==> config.mk <==
export PLATFORM = sky130hd
export DESIGN_NAME = instr_fetch_buf
export DESIGN_NICKNAME = d
export VERILOG_FILES = /design/src/rtl/ifb_pkg.sv /design/src/rtl/ifb_fifo.sv /design/src/rtl/instr_fetch_buf.sv
export SDC_FILE = /design/constraint.sdc
export NUM_CORES = 1
export LEC_CHECK = 0
export BUFFER_PORTS_ARGS = -buffer_cell sky130_fd_sc_hd__buf_2
export CORE_ASPECT_RATIO = 1.4
export CORE_MARGIN = 10
export CORE_UTILIZATION = 45
export CTS_BUF_LIST = sky130_fd_sc_hd__clkbuf_4 sky130_fd_sc_hd__clkbuf_8 sky130_fd_sc_hd__clkbuf_16
export DETAILED_ROUTE_END_ITERATION = 12
export HOLD_SLACK_MARGIN = 0.02
export PLACE_DENSITY = 0.67
export SLEW_MARGIN = 40
export SYNTH_ARGS = -nofsm -noshare
export SYNTH_HDL_FRONTEND = slang
export SYNTH_SLANG_ARGS = --single-unit
==> constraint.sdc <==
create_clock -name clk -period 3.1 [get_ports clk]
set_input_delay 0.155 -clock clk [delete_from_list [all_inputs] [get_ports clk]]
set_output_delay 0.155 -clock clk [all_outputs]
set_load 0.01 [all_outputs]
==> src/rtl/ifb_pkg.sv <==
// Shared types and helpers for the instruction fetch buffer.
// Holds the fetch entry layout and the credit check used to stall the PC.
package ifb_pkg;

  localparam int IFB_WIDTH   = 8;
  localparam int IFB_INSTR_W = 32;
  localparam int IFB_CNT_W   = 16;

  typedef struct packed {
    logic [IFB_WIDTH-1:0]   pc;
    logic [IFB_INSTR_W-1:0] instr;
  } fetch_entry_t;

  // Stall when buffered plus in-flight entries would use every slot.
  function automatic logic credit_stall(
    input int cnt,
    input int inflight,
    input int depth
  );
    return (cnt + inflight) >= depth;
  endfunction

endpackage

==> src/rtl/ifb_fifo.sv <==
// Synchronous FIFO with flush, count output and registered storage.
// The head holds its last shown value while the FIFO is empty.
module ifb_fifo #(
  parameter  int DW    = 40,
  parameter  int DEPTH = 4,
  localparam int AW    = $clog2(DEPTH),
  localparam int CW    = $clog2(DEPTH + 1)
) (
  input  logic          clk,
  input  logic          rst,
  input  logic          flush,
  input  logic          push,
  input  logic [DW-1:0] push_data,
  input  logic          pop,
  output logic [DW-1:0] head,
  output logic [CW-1:0] count
);

  localparam logic [AW-1:0] PTR_ONE = AW'(1);
  localparam logic [CW-1:0] CNT_ONE = CW'(1);
  localparam logic [CW-1:0] FULL    = CW'(DEPTH);

  logic [DW-1:0] mem [DEPTH];
  logic [AW-1:0] wr_ptr;
  logic [AW-1:0] rd_ptr;
  logic [DW-1:0] last_q;
  logic          do_push;
  logic          do_pop;
  logic          nonempty;

  assign nonempty = (count != '0);
  assign do_push  = push & ~flush;
  assign do_pop   = pop & nonempty & ~flush;
  assign head     = nonempty ? mem[rd_ptr] : last_q;

  // Storage write; no reset needed since count gates visibility.
  always_ff @(posedge clk) begin
    if (do_push) mem[wr_ptr] <= push_data;
  end

  // Pointers and occupancy; flush empties without touching storage.
  always_ff @(posedge clk) begin
    if (rst || flush) begin
      wr_ptr <= '0;
      rd_ptr <= '0;
      count  <= '0;
    end else begin
      if (do_push) wr_ptr <= wr_ptr + PTR_ONE;
      if (do_pop)  rd_ptr <= rd_ptr + PTR_ONE;
      unique case ({do_push, do_pop})
        2'b10:   count <= count + CNT_ONE;
        2'b01:   count <= count - CNT_ONE;
        default: count <= count;
      endcase
    end
  end

  // Remember the last presented head so outputs hold when empty.
  always_ff @(posedge clk) begin
    if (rst) last_q <= '0;
    else if (nonempty) last_q <= mem[rd_ptr];
  end

  a_no_overflow: assert property (
    @(posedge clk) disable iff (rst)
    !(do_push && count == FULL)
  );

endmodule

==> src/rtl/instr_fetch_buf.sv <==
// Fetch buffer: issues imem reads from the PC and queues {pc, instr}.
// Optional perf counters under IFB_PERF_CNT_EN (stall_cnt, flush_cnt).
module instr_fetch_buf
  import ifb_pkg::*;
#(
  parameter  int WIDTH   = 8,
  parameter  int INSTR_W = IFB_INSTR_W,
  parameter  int DEPTH   = 4,
  localparam int CW      = $clog2(DEPTH + 1)
) (
  input  logic               clk,
  input  logic               rst,
  input  logic [WIDTH-1:0]   pc_in,
  input  logic               branch,
  output logic               pc_stall,
  output logic [WIDTH-1:0]   imem_addr,
  output logic               imem_req,
  input  logic [INSTR_W-1:0] imem_rdata,
  output logic [INSTR_W-1:0] instr_out,
  output logic [WIDTH-1:0]   instr_pc,
  output logic               instr_valid,
  input  logic               instr_ready
`ifdef IFB_PERF_CNT_EN
  ,
  output logic [IFB_CNT_W-1:0] stall_cnt,
  output logic [IFB_CNT_W-1:0] flush_cnt
`endif
);

  localparam int DW = WIDTH + INSTR_W;

  logic             req_vld;
  logic [WIDTH-1:0] req_pc;
  logic [CW-1:0]    count;
  logic [DW-1:0]    head;
  logic             push;
  logic             pop;

  assign imem_addr = pc_in;
  assign pc_stall  = credit_stall(int'(count), int'(req_vld), DEPTH);
  assign imem_req  = ~rst & ~branch & ~pc_stall;
  assign push      = req_vld & ~branch;
  assign pop       = instr_valid & instr_ready;

  assign instr_valid = (count != '0);
  assign instr_pc    = head[DW-1:INSTR_W];
  assign instr_out   = head[INSTR_W-1:0];

  // Track the single read in flight to the synchronous memory.
  always_ff @(posedge clk) begin
    if (rst) begin
      req_vld <= 1'b0;
      req_pc  <= '0;
    end else if (imem_req) begin
      req_vld <= 1'b1;
      req_pc  <= pc_in;
    end else begin
      req_vld <= 1'b0;
    end
  end

  ifb_fifo #(
    .DW    (DW),
    .DEPTH (DEPTH)
  ) u_fifo (
    .clk       (clk),
    .rst       (rst),
    .flush     (branch),
    .push      (push),
    .push_data ({req_pc, imem_rdata}),
    .pop       (pop),
    .head      (head),
    .count     (count)
  );

`ifdef IFB_PERF_CNT_EN
  localparam int SW = IFB_CNT_W + 1;

  logic [SW-1:0] flush_sum;

  assign flush_sum = {1'b0, flush_cnt} + SW'(count) + SW'(req_vld);

  // Saturating count of cycles the PC is held.
  always_ff @(posedge clk) begin
    if (rst) stall_cnt <= '0;
    else if (pc_stall && stall_cnt != '1)
      stall_cnt <= stall_cnt + 1'b1;
  end

  // Saturating count of entries discarded by branches.
  always_ff @(posedge clk) begin
    if (rst) flush_cnt <= '0;
    else if (branch)
      flush_cnt <= flush_sum[IFB_CNT_W] ? '1
                                        : flush_sum[IFB_CNT_W-1:0];
  end
`endif

endmodule

-- Word level (Yosys, flattened, before mapping)
Memories as Yosys holds them, arrays and structs flattened. A register that Yosys moved wholly into a read port is not among the register bits.
Cells that the tools add are included.
- flip-flop bits (word level): 56
- bits in latches: 0
- bits in writable memories: 160
- bits in read-only memories: 0
- output and inout bits: 51
- word-level logic and storage cells: 35
- memories: 1
- add/sub/neg operators: 5
- multiply operators: 0
- divide/modulo/power cells: 0
- magnitude comparators: 1
- equal/unequal tests: 2
- shift operators: 0
- multiplexer cells: 7
- bitwise operators: 10
- reduce and logical (&&, ||, !) cells: 3
- memory list (name ; depth ; bits a word ; rd ports ; clocked after Yosys merged registers in ; wr ports ; line ; text):
    u_fifo.mem ; 4 ; 40 ; 1 ; 1 ; 1 ; ifb_fifo.sv:23 ; logic [DW-1:0] mem [DEPTH];
- operator list (cell ; number):
    40-bit two-way mux ; 1
    1-bit AND ; 7
    3-bit one-hot mux with 2 select lines ; 1
    2-bit by 1-bit adder with 2-bit output, second input constant ; 2
    3-bit by 1-bit adder with 4-bit output ; 1
    4-bit by 3-bit greater-or-equal comparator with 1-bit output, second input constant ; 1
    2-bit two-way mux ; 2
    3-bit by 1-bit adder with 3-bit output, second input constant ; 1
    1-bit two-way mux ; 3
    1-bit NOT ; 3
    3-bit nonzero test ; 1
    3-bit by 1-bit subtractor with 3-bit output, second input constant ; 1
    2-bit by 1-bit equality test with 1-bit output, second input constant ; 1
    2-bit equality test, second input constant ; 1
    2-bit nonzero test ; 1
    1-bit logical OR ; 1

-- Depth between registers and ports, before layout
Gate-level depths: netlist of run 1.
- depth after elaboration: 6
- mapped depth: 8

-- Modules after synthesis
Synthesis of run 1 repeated with hierarchy kept, for this count alone.
- cells, all modules: 428
- area, all modules: 8232.9 um^2
- by module, submodules not included (module ; times used ; cells each ; area an instance (um^2)):
    ifb_fifo ; 1 ; 387 ; 7770.0
    instr_fetch_buf ; 1 ; 41 ; 462.9

-- Worst setup path after synthesis of run 1
No wires, ideal clock.
- kind: flip-flop to flip-flop
- from: register req_vld
- to: memory u_fifo.mem[0][0] (enable)
- data arrival time: 1607 ps
- data required time: 2699 ps
- path slack: 1092 ps
- cell stages (with the launch flop): 3
- buffers on the path: 0
- clock period less this slack: 2008 ps
- cells stage by stage: dfxtp_1 > nor2b_1 > and2_1
- word-level cells in the longest chain between the ends: 4
- ends and longest elaborated chain (what ; line ; text):
    from (decl) ; instr_fetch_buf.sv:32 ; logic req_vld;
    from (signal assigned) ; instr_fetch_buf.sv:52 ; req_vld <= 1'b0;
    from (signal assigned) ; instr_fetch_buf.sv:55 ; req_vld <= 1'b1;
    from (signal assigned) ; instr_fetch_buf.sv:58 ; req_vld <= 1'b0;
    1-bit AND ; instr_fetch_buf.sv:42 ; assign push = req_vld & ~branch;
    1-bit AND ; ifb_fifo.sv:32 ; assign do_push = push & ~flush;
    1-bit two-way mux ; ifb_fifo.sv:38 ; if (do_push) mem[wr_ptr] <= push_data;
    1-bit two-way mux (implied by the code) ; ifb_fifo.sv:38 ;
    to (decl) ; ifb_fifo.sv:23 ;
Every way passes these cells.

-- Worst setup path after layout of run 1
- from: register u_fifo.count[2]
- to: output port instr_out[31]
- word-level cells in the longest chain between the ends: 2
- ends and longest elaborated chain (what ; line ; text):
    from (decl) ; ifb_fifo.sv:16 ; output logic [CW-1:0] count
    from (signal assigned) ; ifb_fifo.sv:51 ; 2'b10: count <= count + CNT_ONE;
    from (signal assigned) ; ifb_fifo.sv:52 ; 2'b01: count <= count - CNT_ONE;
    from (signal assigned) ; ifb_fifo.sv:53 ; default: count <= count;
    3-bit nonzero test ; ifb_fifo.sv:31 ; assign nonempty = (count != '0);
    40-bit two-way mux ; -- ;
    to (decl) ; instr_fetch_buf.sv:19 ; output logic [INSTR_W-1:0] instr_out,
Every way passes these cells.

==> results of run 1 <==
==> per-stage QoR <==
step | instances | hold slack [ps] | instance area (µm²) | total power [mW]
floorplan | 427 | 254 | 8340 | 3.38
global placement | 742 | 366 | 9020 | 3.47
detailed placement | 742 | 373 | 9020 | 3.48
CTS | 822 | 44.2 | 10100 | 6.09
global route | 822 | 78.7 | 10100 | 6.24
finish | 822 | 57.4 | 10100 | 6.02
==> per-layer routing <==
metal,up-vias,track usage,part of all wire
met5,-,0,0
met3,18,0.0250,0.043
met1,2036,0.160,0.41
met2,82,0.241,0.54
met4,0,0.0358,0.014
li1,1891,-,-
==> final cells by class <==
class / instances / area (µm²) / area share
Sequential cell: 218 / 5970 / 0.589
Clock buffer: 35 / 696 / 0.0686
Timing Repair Buffer: 144 / 983 / 0.0969
Inverter: 8 / 30.0 / 0.00296
Multi-Input combinational cell: 172 / 2140 / 0.211
Tap cell: 240 / 300 / 0.0296
Clock inverter: 5 / 26.3 / 0.00259
==> report_power, final <==
part           total [mW]  leakage (nW)  switching [mW]  internal (mW)
registers            3.19          1.92          0.0198           3.17
clock network        2.57         0.365            1.02           1.54
logic               0.261          1.39           0.121          0.140
total                6.02          3.68            1.16           4.85
==> registers in the layout (all words and copies together), names as in the netlist, named ones only <==
name           count
u_fifo.rd_ptr      2
u_fifo.count       3
req_vld            1
u_fifo.wr_ptr      2
req_pc             8
u_fifo.last_q     40
u_fifo.mem       160
==> placed cells by master (no fill, tap or decap), drive strengths merged, types with 2 or more instances in the layout <==
| master | n |
|---|---|
| inv | 8 |
| edfxtp | 160 |
| clkbuf | 35 |
| dlygate4sd3 | 40 |
| mux2 | 48 |
| dfxtp | 58 |
| clkinv | 4 |
| xor2 | 4 |
| nor2 | 9 |
| or3 | 2 |
| nor2b | 49 |
| and2 | 4 |
| buf | 104 |
| ha | 5 |
| or2 | 2 |
| mux4 | 40 |
| a21oi | 2 |
==> worst max-delay path, cell delays in order, from the launching register on <==
cell	delay [ps]
dfxtp_1	360
or3_2	760
buf_4	350
mux2_4	340
buf_2	150
==> logic make-up after synthesis <==
logic type,count (synthesis),synth area share
muxes,89,0.189
AOI/OAI and AO/OA,6,0.00480
DFF,218,0.715
buffers and inverters,37,0.0288
and+or+nand+nor,66,0.0468
adders and majority gates,6,0.00990
xor gates and xnor gates,5,0.00525
==> what timing repair did <==
item / 4_1_cts / 5_1_grt
hold buffers: 40 / 0
gates resized for setup: 0 / 0
endpoints found under the hold margin: 136 / 0
==> worst paths after layout <==
check,cells past startpoint,endpoint,slack (ps),startpoint
max,4,instr_out[31],480,u_fifo.count[2]
min,3,u_fifo.wr_ptr[1],60,rst
max reg2reg,4,u_fifo.last_q[33],1000,u_fifo.count[2]
min reg2reg,0,u_fifo.mem[1][35],490,req_pc[3]
==> results.md, run 1 <==
* Hold Fails Final Rpt at 0
* Starting DRT DRC Count at 240
* CTS tree: done
* Post-synth top cells: edfxtp_1 (160), dfxtp_1 (58), nor2b_1 (49), mux4_2 (40), mux2_4 (33)
* Initial core utilization at 0.461
* Fmax at 0.382 GHz
* Vias per cell at 4.90
* Avg Inst Size Synth at 19.5 µm²
* DRC Markers at 0
* Ant. Diodes at 0
* Cell with the most instances after synthesis: edfxtp_1
* Core Footprint at 18,100 µm²
* Setup TNS at 0 ps
* Critical path arrival at 2460 ps
* # clock sinks at 218
* Detailed Routing Iterations Pass 1 at 4
* Vias in the first global route at 4,691
* Mapped Nets at 477
* Slew Limit Headroom at 0.573
* Max Slew Vio Count at 0
* Clock Latency Late Sink at 490 ps
* Ys flop type: edfxtp_1
* Async SR Flop Fraction at 0
* Synth area leader: edfxtp_1
* DRT Wirelength at 16.2 mm
* Io pins at 95
* Crit path kind: register to primary output
* Worst Clk Skew at 8.00 ps
* DIE HEIGHT at 181 µm
* PD cells at 593 nW/µm²
* Pleak at 3.68 nW
* CTS clk-pin slew, worst paths at 60 ps
* Fillers at 1,391
* Yosys warnings at 0
* Final worst slack at 482 ps
* Num CTS Buffers at 22
* Post-layout util at 0.561
* Fraction of layout cells with a size suffix above 1 at 0.412
* H-tree levels at 1
* Post-Synthesis Cells at 427
* Hold Path Class: input pin to register
* Pin count of the biggest net entering global routing at 49
* First-pass GRT wire length at 26.0 mm
* Outcome: complete, no violations
* Die footprint at 24,500 µm²
* Wirelength per Cell at 19.7 µm
* Antenna Violating Nets Remaining at 0
* Max cap viols at 0
* Die X at 135 µm
* Slew @ Worst Pin at 640 ps
* Worst VDD drop at 0.293 mV
* Final Critical Period at 2620 ps
* CP Capture Type: primary output
* Setup bufs post-CTS at 0
* Number of distinct library cells after synthesis at 27
* Gr ovfl total at 0
* Synth Cell Area at 8340 µm²
* Pre-CTS setup slack at 979 ps
* Post-synth top area share at 0.576
* RSZ-0062 raised after global routing: no
* Critical Path RT at 2940 ps
* CP Max Fanout at 16
* Area growth syn-to-layout at 21.7%
* Dpl hpwl at 9.98 mm
* Post-synth EDFFs at 160
* CTS Buffer Depth at 3
* # rows at 58
* Initial antenna violation count at 0
* Final setup vio count at 0
* Total GRT Usage at 0.134
* Seq/Total Area, Yosys at 0.715
* Number of buffers added on ports at 94
* Startpoint Class: register
* Fin crit share at 0.845
* Vias at 4,027
* Synth area leaders: edfxtp_1 (58%), dfxtp_1 (14%), mux4_2 (11%)
* Final GP Congestion at 0.679
* Root Buffer: clkbuf_16
* Register bit count reported by yosys at 218
* Nets@finish at 616
Note: power is estimated with default switching activity, not from simulation.
==> run 2, diff against run 1 <==
--- a/config.mk
+++ b/config.mk
@@ -5,6 +5,7 @@
 export SDC_FILE = /design/constraint.sdc
 export NUM_CORES = 1
 export LEC_CHECK = 0
+export ABC_AREA = 1
 export BUFFER_PORTS_ARGS = -buffer_cell sky130_fd_sc_hd__buf_2
 export CORE_ASPECT_RATIO = 1.4
 export CORE_MARGIN = 10
@@ -12,7 +13,7 @@
 export CTS_BUF_LIST = sky130_fd_sc_hd__clkbuf_4 sky130_fd_sc_hd__clkbuf_8 sky130_fd_sc_hd__clkbuf_16
 export DETAILED_ROUTE_END_ITERATION = 12
 export HOLD_SLACK_MARGIN = 0.02
-export PLACE_DENSITY = 0.67
+export PLACE_DENSITY = 0.69
 export SLEW_MARGIN = 40
 export SYNTH_ARGS = -nofsm -noshare
 export SYNTH_HDL_FRONTEND = slang
==> constraint.sdc (replaced) <==
create_clock -name clk -period 2.3 [get_ports clk]
set_input_delay 0.115 -clock clk [delete_from_list [all_inputs] [get_ports clk]]
set_output_delay 0.115 -clock clk [all_outputs]
set_load 0.01 [all_outputs]
==> run 2 against run 1 <==
Effect of this change:
- sequential share of layout area fell by 4.8 points
- worst setup slack got worse by 280 ps
- via count rose by 52%
- register-to-register slack got worse by 600 ps
- clock power rose by 36%
- critical endpoint is now instr_pc[2]
- highest routed layer unchanged
- worst hold slack got worse by 7.2 ps
- critical path depth rose by 4
- first-iteration DRC count rose by 64%
- largest cell class unchanged
- global-route usage rose by 0.45 points
- combinational power rose by 120%
- synthesized cell count rose by 120%
- synthesized area rose by 10%
==> results.md, run 2 <==
* CTS clk-pin slew, worst paths at 70 ps (about the same)
* Largest register FFs at 160 (unchanged)
* CTS Buffer Depth at 3 (unchanged)
* Initial antenna violation count at 0 (unchanged)
* Yosys warnings at 0 (unchanged)
* Starting DRT DRC Count at 394 (+64%)
* CP Max Fanout at 55 (+39)
* Most frequent cells in the layout: nand2_1 (225), inv_1 (215), edfxtp_1 (160), nand3_1 (130), buf_2 (94)
* Cell with the most instances after synthesis: nand2_1
* Vias in the first global route at 6,197 (+32%)
* Hold endpoint: u_fifo.last_q[39]
* DRT Wirelength at 18.9 mm (+17%)
* Top Registers: u_fifo.mem x160, u_fifo.last_q x40, req_pc x8
* Register bit count reported by yosys at 218 (unchanged)
* Outcome: complete, no violations
* First-pass GRT wire length at 30.5 mm (+18%)
* Initial core utilization at 0.461 (-0.000789)
* Final GP Congestion at 0.723 (+6.6%)
* Vias per cell at 4.56 (-7.0%)
* Startpoint Class: register
* Final worst slack at 198 ps (-284 ps)
* Worst r2r dst: u_fifo.count[2]
* Detailed Routing Iterations Pass 1 at 5 (+1)
* Fillers at 1,726 (+24%)
* Clock Latency Late Sink at 490 ps (about the same)
* Max Slew Vio Count at 0 (unchanged)
* # clock sinks at 218 (unchanged)
* Worst VDD drop at 0.467 mV (+59%)
* DRC Markers at 0 (unchanged)
* H-tree levels at 1 (unchanged)
* Critical path arrival at 1990 ps (-470 ps)
* Pre-CTS setup slack at 427 ps (-551 ps)
* Reg2Reg Depth at 12 (+8)
* Hold Fails Final Rpt at 0 (unchanged)
* Die X at 141 µm (+4.4%)
* Nets@finish at 1,127 (+83%)
* Ant. Diodes at 0 (unchanged)
* Wirelength per Cell at 14.1 µm (-29%)
* Mapped Nets at 1,005 (+110%)
* Fraction of layout cells with a size suffix above 1 at 0.142 (-0.270)
* Max cap viols at 0 (unchanged)
* Synth area leaders: edfxtp_1 (52%), dfxtp_1 (13%), nand2_1 (9.2%)
* Hold path start: rst
* CTS tree: done
* Placed cells at 1,265 (+70%)
* Gr ovfl total at 0 (unchanged)
* Slew Limit Headroom at 0.619 (+0.0455)
* PD cells at 760 nW/µm² (+28%)
* Worst r2r src: u_fifo.count[2]
* Setup TNS at 0 ps (unchanged)
* R2R Setup Slk at 400 ps (-600 ps)
* Die footprint at 26,700 µm² (+9.1%)
* Async SR Flop Fraction at 0 (unchanged)
* Synth area leader: edfxtp_1
* Finished Layout Cells at 1,343 (+63%)
* Post-synth EDFFs at 160 (unchanged)
* Final setup vio count at 0 (unchanged)
* Post-synth top cells: nand2_1 (225), inv_1 (216), edfxtp_1 (160), nand3_1 (130), dfxtp_1 (58)
* Final Critical Period at 2100 ps
* DIE HEIGHT at 189 µm (+4.5%)
* Antenna Violating Nets Remaining at 0 (unchanged)
* Slew @ Worst Pin at 572 ps (-68.3 ps)
* Hold Path Class: input pin to register
* Number of buffers added on ports at 94 (unchanged)
* Worst Clk Skew at 10.6 ps (+2.57 ps)
* Total power at 8.39 mW (+39%)
* Post-DP Area at 9910 µm² (+9.9%)
* Io pins at 95 (unchanged)
* Avg Inst Size Synth at 9.65 µm² (-51%)
* Setup bufs post-CTS at 0 (unchanged)
* Number of distinct library cells after synthesis at 24 (-11%)
* Core Footprint at 20,000 µm² (+11%)
* Post-synth top area share at 0.522 (-0.0546)
* Hold path depth at 2 (-1)
* Final instance area at 11,000 µm² (+8.9%)
* Top reg by flops: u_fifo.mem
* Total GRT Usage at 0.139 (+0.00446)
* Fin crit share at 0.914
* Area growth syn-to-layout at 19.9%
* Seq/Total Area, Yosys at 0.648 (-0.0678)
* Crit path kind: register to primary output
* Dpl hpwl at 10.8 mm (+8.2%)
* Fmax at 0.476 GHz
* Commonest non-fill, non-tap cell in the layout: nand2_1
* Num CTS Buffers at 20 (-9.1%)
* Pin count of the biggest net entering global routing at 83 (+69%)
* Pleak at 5.18 nW (+41%)
* Root Buffer: clkbuf_16
* Ys flop type: edfxtp_1
* CP Capture Type: primary output
* Post-Synthesis Cells at 955 (+120%)
* RSZ-0062 raised after global routing: no
* Synth Cell Area at 9210 µm² (+10%)
* Vias at 6,119 (+52%)
* Critical Path RT at 2180 ps (-760 ps)
* # rows at 61 (+5.2%)
==> run 2: cell count changes after synthesis, moves of 25 or more <==
| cell | delta |
|---|---|
| mux2_4 | -33 |
| buf_2 | +25 |
| or2_0 | +30 |
| nor2b_1 | -49 |
| inv_1 | +208 |
| mux4_2 | -40 |
| nor2_1 | +41 |
| nand3_1 | +130 |
| nand2_1 | +225 |
==> run 2: layout make-up <==
class                           count  area (µm²)  area share
Tap cell                          252         315      0.0285
Sequential cell                   218        5970       0.540
Clock inverter                     10         123      0.0111
Inverter                          221         832      0.0753
Timing Repair Buffer              149        1080      0.0974
Clock buffer                       26         576      0.0521
Multi-Input combinational cell    467        2150       0.195
==> run 2: metal layers <==
layer / up-vias / global-route usage / wire, µm
met4: 0 / 0.0450 / 352
met3: 29 / 0.0235 / 815
li1: 3168 / - / -
met2: 126 / 0.259 / 9910
met1: 2796 / 0.155 / 7790
met5: - / 0 / 0
==> run 2: power by group <==
part | total, mW | switching [mW] | internal [mW]
Sequential | 4.33 | 0.0298 | 4.30
Clock | 3.49 | 1.39 | 2.10
Combinational | 0.570 | 0.328 | 0.242
==> run 2: cells by family (layout without fill, tap and decap cells) <==
family                   Yosys count  in the layout  share of synthesized area
buffers and inverters            270            406                      0.122
AO/OA/AOI/OAI                     11             11                    0.00625
AND/OR/NAND/NOR                  450            450                      0.215
flip-flops                       218            218                      0.648
adder cells (fa/ha/maj)            6              6                    0.00897
==> run 2: worst max-delay path, cell delays in order (launching register included) <==
cell and delay (ps):
dfxtp_4 350, clkinv_2 260, buf_12 310, nand2_1 90, nand3_1 100, nand3_1 120
nand2_1 80, inv_1 60, buf_2 120
==> run 2: worst max-delay path by stage <==
stage / from / end / slack, ps / cells past startpoint
final: register / instr_pc[2] / 200 / 8
after global routing: u_fifo.count[2] / instr_out[26] / 20 / 7
after CTS: register / instr_out[2] / 120 / 8
after detailed placement: u_fifo.count[2] / u_fifo.count[2] / 430 / 12
after global placement: u_fifo.count[2] / u_fifo.count[2] / 470 / 12
after floorplan: req_vld / u_fifo.mem[0][0] / -540 / 4
==> run 2: repair_timing <==
item                       CTS  global route
hold buffers                42             0
hold endpoints to repair   145             0
resized for setup            2             3
setup endpoints to repair   21             2
==> run 2: per-stage QoR <==
step,util,hold slack [ps]
after floorplan,-,214
after global placement,0.496,324
after detailed placement,0.496,327
after CTS,0.552,47.1
after global routing,0.552,64.4
final,0.552,50.2
